<file path="config.mk">
export PLATFORM = sky130hd
export DESIGN_NAME = clock_divider_ce
export DESIGN_NICKNAME = d
export VERILOG_FILES = /design/src/rtl/clock_divider_ce.sv
export SDC_FILE = /design/constraint.sdc
export NUM_CORES = 1
export LEC_CHECK = 0
export ABC_AREA = 1
export BUFFER_PORTS_ARGS = -buffer_cell sky130_fd_sc_hd__buf_4
export CORE_UTILIZATION = 31
export CTS_CLUSTER_DIAMETER = 40
export DETAILED_ROUTE_END_ITERATION = 10
export GPL_ROUTABILITY_DRIVEN = 0
export SYNTH_ARGS = -nofsm -noshare
export SYNTH_HDL_FRONTEND = slang
export SYNTH_SLANG_ARGS = --single-unit
</file>
<file path="constraint.sdc">
create_clock -name clk_in -period 5.3 [get_ports clk_in]
set_input_delay 0.265 -clock clk_in [delete_from_list [all_inputs] [get_ports clk_in]]
set_output_delay 0.265 -clock clk_in [all_outputs]
set_load 0.005 [all_outputs]
</file>
<file path="src/rtl/clock_divider_ce.sv">
// Programmable integer clock divider: one-cycle clk_en every Neff cycles, registered divided clock,
// run/halt/single-step control, and divisor reloads deferred to period boundaries.
module clock_divider_ce #(
   parameter int unsigned CNT_W       = 16,
   parameter int unsigned DEFAULT_DIV = 2
) (
   input  logic             clk_in,
   input  logic             rst,
   input  logic             run,
   input  logic             step,
   input  logic [CNT_W-1:0] div_in,
   input  logic             div_load,
   output logic             div_ack,
   output logic [CNT_W-1:0] div_cur,
   output logic             clk_en,
   output logic             clk_div,
   output logic             busy
);

   typedef enum logic [1:0] {
      IDLE = 2'd0,
      RUN  = 2'd1,
      STEP = 2'd2
   } state_t;

   state_t           state_q, state_d;
   logic [CNT_W-1:0] cnt_q, cnt_d;
   logic [CNT_W-1:0] div_cur_q, div_cur_d;
   logic [CNT_W-1:0] pend_val_q, pend_val_d;
   logic             pend_q, pend_d;
   logic             clk_en_q, clk_en_d;
   logic             clk_div_q, clk_div_d;
   logic             div_ack_q, div_ack_d;

   logic [CNT_W-1:0] neff;
   logic [CNT_W-1:0] neff_nx;
   logic             active;
   logic             wrap;
   logic             apply;

   always_comb begin
      state_d    = state_q;
      cnt_d      = cnt_q;
      div_cur_d  = div_cur_q;
      pend_val_d = pend_val_q;
      pend_d     = pend_q;
      clk_en_d   = 1'b0;
      clk_div_d  = 1'b0;
      div_ack_d  = 1'b0;

      neff   = (div_cur_q == '0) ? CNT_W'(1) : div_cur_q;
      active = (state_q != IDLE);
      wrap   = active && (cnt_q >= neff - CNT_W'(1));

      // Divisor swaps only where a period starts, so the count never straddles two lengths.
      apply = (wrap || !active) && (pend_q || div_load);
      if (apply) begin
         div_cur_d = div_load ? div_in : pend_val_q;
         pend_d    = 1'b0;
         div_ack_d = 1'b1;
      end else if (div_load) begin
         pend_val_d = div_in;
         pend_d     = 1'b1;
      end
      neff_nx = (div_cur_d == '0) ? CNT_W'(1) : div_cur_d;

      if (!active || wrap) begin
         cnt_d = '0;
      end else begin
         cnt_d = cnt_q + CNT_W'(1);
      end

      clk_en_d = wrap;
      // The wrap edge looks at the newly applied divisor so the first high phase is already correct.
      clk_div_d = active && (cnt_d < (neff_nx >> 1));

      case (state_q)
         IDLE: begin
            if (run) begin
               state_d = RUN;
            end else if (step) begin
               state_d = STEP;
            end
         end
         RUN: begin
            if (wrap && !run) begin
               state_d = IDLE;
            end
         end
         STEP: begin
            if (wrap) begin
               state_d = run ? RUN : IDLE;
            end
         end
         default: state_d = IDLE;
      endcase
   end

   always_ff @(posedge clk_in or posedge rst) begin
      if (rst) begin
         state_q    <= IDLE;
         cnt_q      <= '0;
         div_cur_q  <= CNT_W'(DEFAULT_DIV);
         pend_val_q <= '0;
         pend_q     <= 1'b0;
         clk_en_q   <= 1'b0;
         clk_div_q  <= 1'b0;
         div_ack_q  <= 1'b0;
      end else begin
         state_q    <= state_d;
         cnt_q      <= cnt_d;
         div_cur_q  <= div_cur_d;
         pend_val_q <= pend_val_d;
         pend_q     <= pend_d;
         clk_en_q   <= clk_en_d;
         clk_div_q  <= clk_div_d;
         div_ack_q  <= div_ack_d;
      end
   end

   assign div_ack = div_ack_q;
   assign div_cur = div_cur_q;
   assign clk_en  = clk_en_q;
   assign clk_div = clk_div_q;
   assign busy    = (state_q != IDLE);

endmodule
</file>
==> results of run 1 <==
==> power by group <==
part / switching [mW] / internal [mW]
clock network: 0.150 / 0.141
logic: 0.581 / 0.371
registers: 0.0988 / 0.560
==> synth_stat cells, drive strengths merged <==
cell type and n:
or3 1, ha 32, a211oi 3, nand3 13
nor3b 3, xor2 14, a21o 1, xnor2 2
nand4 5, clkbuf 4, o21ai 58, mux2i 1
a21oi 20, o21a 1, and3 1, buf 6
or2 1, nor2 32, nand2 102, dfrtp 53
inv 79, nor3 12, and2 1, dfstp 1
==> per-layer routing <==
metal	GRT usage	part of all wire
met1	0.194	0.49
met2	0.236	0.45
met3	0.0206	0.032
met4	0.0636	0.023
met5	0	0
==> how the worst max path moves through the flow <==
stage	start	to
after floorplan	div_cur[2]	clk_div
after global placement	div_cur[2]	clk_div
after detailed placement	div_cur[2]	clk_div
after CTS	div_cur[2]	clk_div
after global routing	div_cur[8]	clk_div
final	div_cur[2]	clk_div
==> cells in the final DEF, fill, tap and decap left out, drive strengths merged, types with 2 or more instances in the layout <==
master  count
nand2     102
inv        79
o21ai      58
dfrtp      53
buf        42
ha         32
nor2       32
a21oi      20
xor2       14
nand3      13
nor3       12
clkbuf      6
nand4       5
nor3b       3
a211oi      3
xnor2       2
==> cells by family (layout without fill, tap and decap cells) <==
group	count (synthesis)	count (layout)
AOI/OAI and AO/OA	83	83
DFF	54	54
adders and majority gates	32	32
buffers and inverters	89	129
muxes	1	1
and+or+nand+nor	171	171
xor gates and xnor gates	16	16
==> cell type report <==
cell class	instances	area [µm²]	area share
repair buffers	42	328	0.0811
multi-input cells	303	1780	0.440
clock buffers	6	72.6	0.0180
well taps	140	175	0.0433
inverters	79	297	0.0734
clock inverters	2	37.5	0.00929
flip-flops and latches	54	1350	0.335
==> metrics by stage <==
step	area, µm²	utilization	hold slack (ps)	power [mW]	setup slack [ps]
floorplan	3470	-	409	1.29	1430
global placement	3930	0.360	484	1.60	572
detailed placement	3930	0.360	484	1.62	395
CTS	4040	0.371	147	1.92	389
global route	4040	0.371	195	2.08	99.0
finish	4040	0.371	128	1.90	528
==> flip-flops by register name (all words and copies together) (netlist names) <==
signal and count:
clk_en 1, state_q 2, pend_val_q 16, pend_q 1, clk_div 1, cnt_q 16, div_cur 16, div_ack 1
==> worst register-to-register path: cells and delay by family, from the launching register on <==
family	cells	cell delay (ps)
buffers and inverters	3	350
and+or+nand+nor	12	2320
xor gates and xnor gates	1	150
adders and majority gates	3	810
DFF	1	450
AOI/OAI and AO/OA	4	610
==> repair_timing <==
| action | in CTS | in global routing |
|---|---|---|
| endpoints found under the setup margin | 0 | 1 |
| endpoints found under the hold margin | 0 | 0 |
| gates resized for setup | 0 | 1 |
| buffers inserted | 0 | 0 |
==> impl_metrics.toml, run 1 <==
[outcome]
status = "finished, final reports clean"

[synth]
syn_nets = 499
netlist.area_leader.share = 0.383
avgSynthCellArea_um2 = 7.77
ys_ff_latch = 54
synthCells = 446
yosys.area.top_type = "dfrtp_1"
netlist_area_um2 = 3470
synth_fa_ha_area_frac = 0.115
synth_compound_area_frac = 0.127
synth_xor_area_frac = 0.0404
synth_top_family_by_area = "simple AND/OR/NAND/NOR gates"
yosysUniqueCellTypes = 33
synth.area.mux_share = 0.00289
yosys.area_share.simple = 0.226
yosysSeqAreaShare = 0.390
ys_warn_count = 0
synth_area_leaders = "dfrtp_1, ha_1, nand2_1"

[global_route]
antenna_found_initial = 0
grt_overflow = 0
grt_max_degree = 60
grt_pass1_wl_mm = 13.0
grt_pass1_vias = 2738
grt_usage = 0.146

[setup_path]
arrival_ps = 4990
timing.critical_path.buf_inv = 3
cp_top_family = "simple AND/OR/NAND/NOR gates"
crit_path_end_kind = "register"
r2r_end = "clk_div"
crit_type = "register to register"
cp_cell_sequence = "nor2_1 -> nand3_2 -> nor3_2 -> nor2_1 -> ha_1 -> nand2_1 -> nor2_1 -> nand3_1 -> xor2_1 -> inv_1 -> ha_1 -> nand2_1 -> o21ai_0 -> a21oi_2 -> nand3_4 -> nand2_1 -> buf_12 -> o21ai_0 -> ha_1 -> inv_1 -> nor3_1 -> nor3b_1 -> a21oi_2"
start_kind = "register"
worst_ep_required_time_ps = 5520
cpPeakStageDelay_ps = 450
reg2reg_slack_ps = 530
r2r_start = "div_cur[2]"
ff2ff_path_depth = 23
cpMaxStageDelayCell = "dfrtp_1"
crit_fanout = 59
cp.depth = 23

[cells_and_area]
drive_gt1_frac = 0.152
syn2layout_area_growth_pct = 16.6
diodes = 0
finalNonFillerCells = 626
fillers = 1106
nets = 538

[place]
hpwl_mm = 6.21
io_buffers = 40
place_inst = 618

[timing]
period_needed_ps = 4770
relSlewSlack = 0.540
hold_viol_final = 0
fin_crit_sh = 0.900
slew_violations = 0
worstMarginPinSlew_ps = 691
finalClockSkew_ps = 7.90
rsz0062_at_grt = "false"
max_clock_freq_mhz = 210
final-setup-viol-count = 0
final.setup.tns_ps = 0

[cts]
cts_tree = "done"
clkTransAtPathRegs_ps = 110
cts-root-buf = "clkbuf_8"
clock-sinks = 54
insertion_delay_ps = 330
cts_hold_buf = 0
clk_path_buf_depth = 2
h-tree-depth = 2
numCtsBuffers = 5

[route]
drt-total-wl_mm = 7.87
drc_errors = 0
first_pass_iters = 4
vias = 2865
drtIter0Drc = 124
ant_nets = 0
wire_per_inst_um = 12.6
vias_per_cell = 4.58

[power_and_ir_drop]
vdd.ir_drop.worst_uv = 170
p_per_area_nw_per_um2 = 470
leakage_nw = 2.05

[die]
die_x_um = 108
die_y_um = 108
floorplan.die_area_um2 = 11600
rows = 38
initial_core_util = 0.318
pin_count = 41
core-area_um2 = 10900

[run]
maxCapViolations = 0

[worst_hold_path]
hp-class = "primary input to asynchronous set/reset pin"
No activity file was read; power rests on OpenSTA's default activity.
==> run 2, diff against run 1 <==
CORE_UTILIZATION = 55   (was 31)
PLACE_DENSITY = 0.76   (was default)
==> run 2 against run 1 <==
- non-clock buffer count is 2 higher
- largest power group unchanged
- largest cell class unchanged
- power is 0.33% higher
- via count is 2.5% higher
- clock power is 3% lower
- worst hold slack worse by 7.4 ps
- fmax is 4.9% higher
- critical path depth is 5 higher
==> impl_metrics.toml, run 2 (same netlist as run 1, synthesis figures left out) <==
[setup_path]
r2r_end = "clk_div"
cpPeakStageDelay_ps = 440
crit_fanout = 34
arrival_ps = 4800
r2r_start = "div_cur[3]"
crit_top_cell = "nand2_1"
crit_type = "register to register"
cpMaxStageDelayCell = "dfrtp_1"
crit_path_end_kind = "register"
reg2reg_slack_ps = 750
cp-startpoint = "div_cur[3]"
ff2ff_path_depth = 28
start_kind = "register"
crit_end = "clk_div"
worst_ep_required_time_ps = 5550

[global_route]
grt_pass1_wl_mm = 13.1
grt_usage = 0.263
grt_pass1_vias = 2924
grt_max_degree = 55
antenna_found_initial = 0
grt_overflow = 0

[timing]
final-setup-viol-count = 0
period_needed_ps = 4550
hold_viol_final = 0
finalClockSkew_ps = 8.78
max_clock_freq_mhz = 220
rsz0062_at_grt = "false"
relSlewSlack = 0.540
slew_violations = 0
fin_crit_sh = 0.858
final.setup.tns_ps = 0
worstMarginPinSlew_ps = 690

[cts]
clock-sinks = 54
h-tree-depth = 2
post_cts_buffers = 0
numCtsBuffers = 5
cts_hold_buf = 0
clk_path_buf_depth = 2
cts-root-buf = "clkbuf_8"
clkTransAtPathRegs_ps = 100
ctsResizeCount = 0
insertion_delay_ps = 310
cts_tree = "done"

[cells_and_area]
layout_common_cells = "nand2_1, inv_1, o21ai_0, dfrtp_1, buf_4"
diodes = 0
syn2layout_area_growth_pct = 14.1
layout_commonest_cell = "nand2_1"
nets = 540
drive_gt1_frac = 0.156

[route]
vias = 2937
wire_per_inst_um = 13.6
drtIter0Drc = 164
ant_nets = 0
first_pass_iters = 5
vias_per_cell = 5.22
drc_errors = 0
drt-total-wl_mm = 7.67

[power_and_ir_drop]
vdd.ir_drop.worst_uv = 282
p_per_area_nw_per_um2 = 482
finalPower_mw = 1.91
leakage_nw = 2.06

[place]
hpwl_mm = 5.99
io_buffers = 40

[die]
initial_core_util = 0.579
floorplan.die_area_um2 = 6630
core-area_um2 = 5990
die_y_um = 81.4
rows = 28
die_x_um = 81.4
pin_count = 41

[worst_hold_path]
hp-class = "primary input to asynchronous set/reset pin"

[outcome]
status = "finished, final reports clean"

[run]
maxCapViolations = 0
-- run 2: worst min path at each step --
stage | slack (ps) | to | depth (start not counted)
6_report | 120 | pend_val_q[13] | 3
3_5_place_dp | 500 | pend_val_q[1] | 2
5_1_grt | 200 | pend_val_q[12] | 3
2_1_floorplan | 410 | pend_q | 2
3_3_place_gp | 470 | pend_val_q[1] | 2
4_1_cts | 160 | pend_val_q[14] | 3
-- run 2: routing by layer --
metal  global-route usage  vias up  routed length [µm]
met5                    0        -                   0
met4                0.105        0                 266
met3               0.0449       20                 304
met2                0.433       73                3520
met1                0.342     1345                3580
li1                     -     1499                   -
-- run 2: cell type report --
class	instances	area [µm²]
repair buffers	44	330
clock inverters	2	37.5
flip-flops and latches	54	1350
well taps	75	93.8
inverters	79	297
clock buffers	6	72.6
fillers	516	2030
multi-input cells	303	1770
-- run 2: report_power, final --
part           internal (mW)  switching (mW)  total, mW
Combinational          0.369           0.598      0.967
Clock                  0.141           0.140      0.281
Sequential             0.560           0.100      0.660
Total                   1.07           0.838       1.91
-- run 2: through the flow --
stage | hold slack, ps | area, µm² | util | worst slack (ps) | cells
3_3_place_gp | 474 | 3850 | 0.642 | 1020 | 555
6_report | 121 | 3960 | 0.660 | 750 | 563
2_1_floorplan | 409 | 3470 | - | 1430 | 446
5_1_grt | 203 | 3960 | 0.660 | 287 | 563
3_5_place_dp | 497 | 3850 | 0.642 | 830 | 555
4_1_cts | 157 | 3960 | 0.660 | 772 | 563
-- run 2: worst max-delay path: cells and delay by family, from the launching register on --
| kind | cells | cell delay, ps |
|---|---|---|
| AO/OA/AOI/OAI | 4 | 620 |
| AND/OR/NAND/NOR | 16 | 1920 |
| XOR/XNOR | 1 | 140 |
| flip-flops | 1 | 440 |
| buffers and inverters | 4 | 550 |
| adder cells (fa/ha/maj) | 3 | 800 |
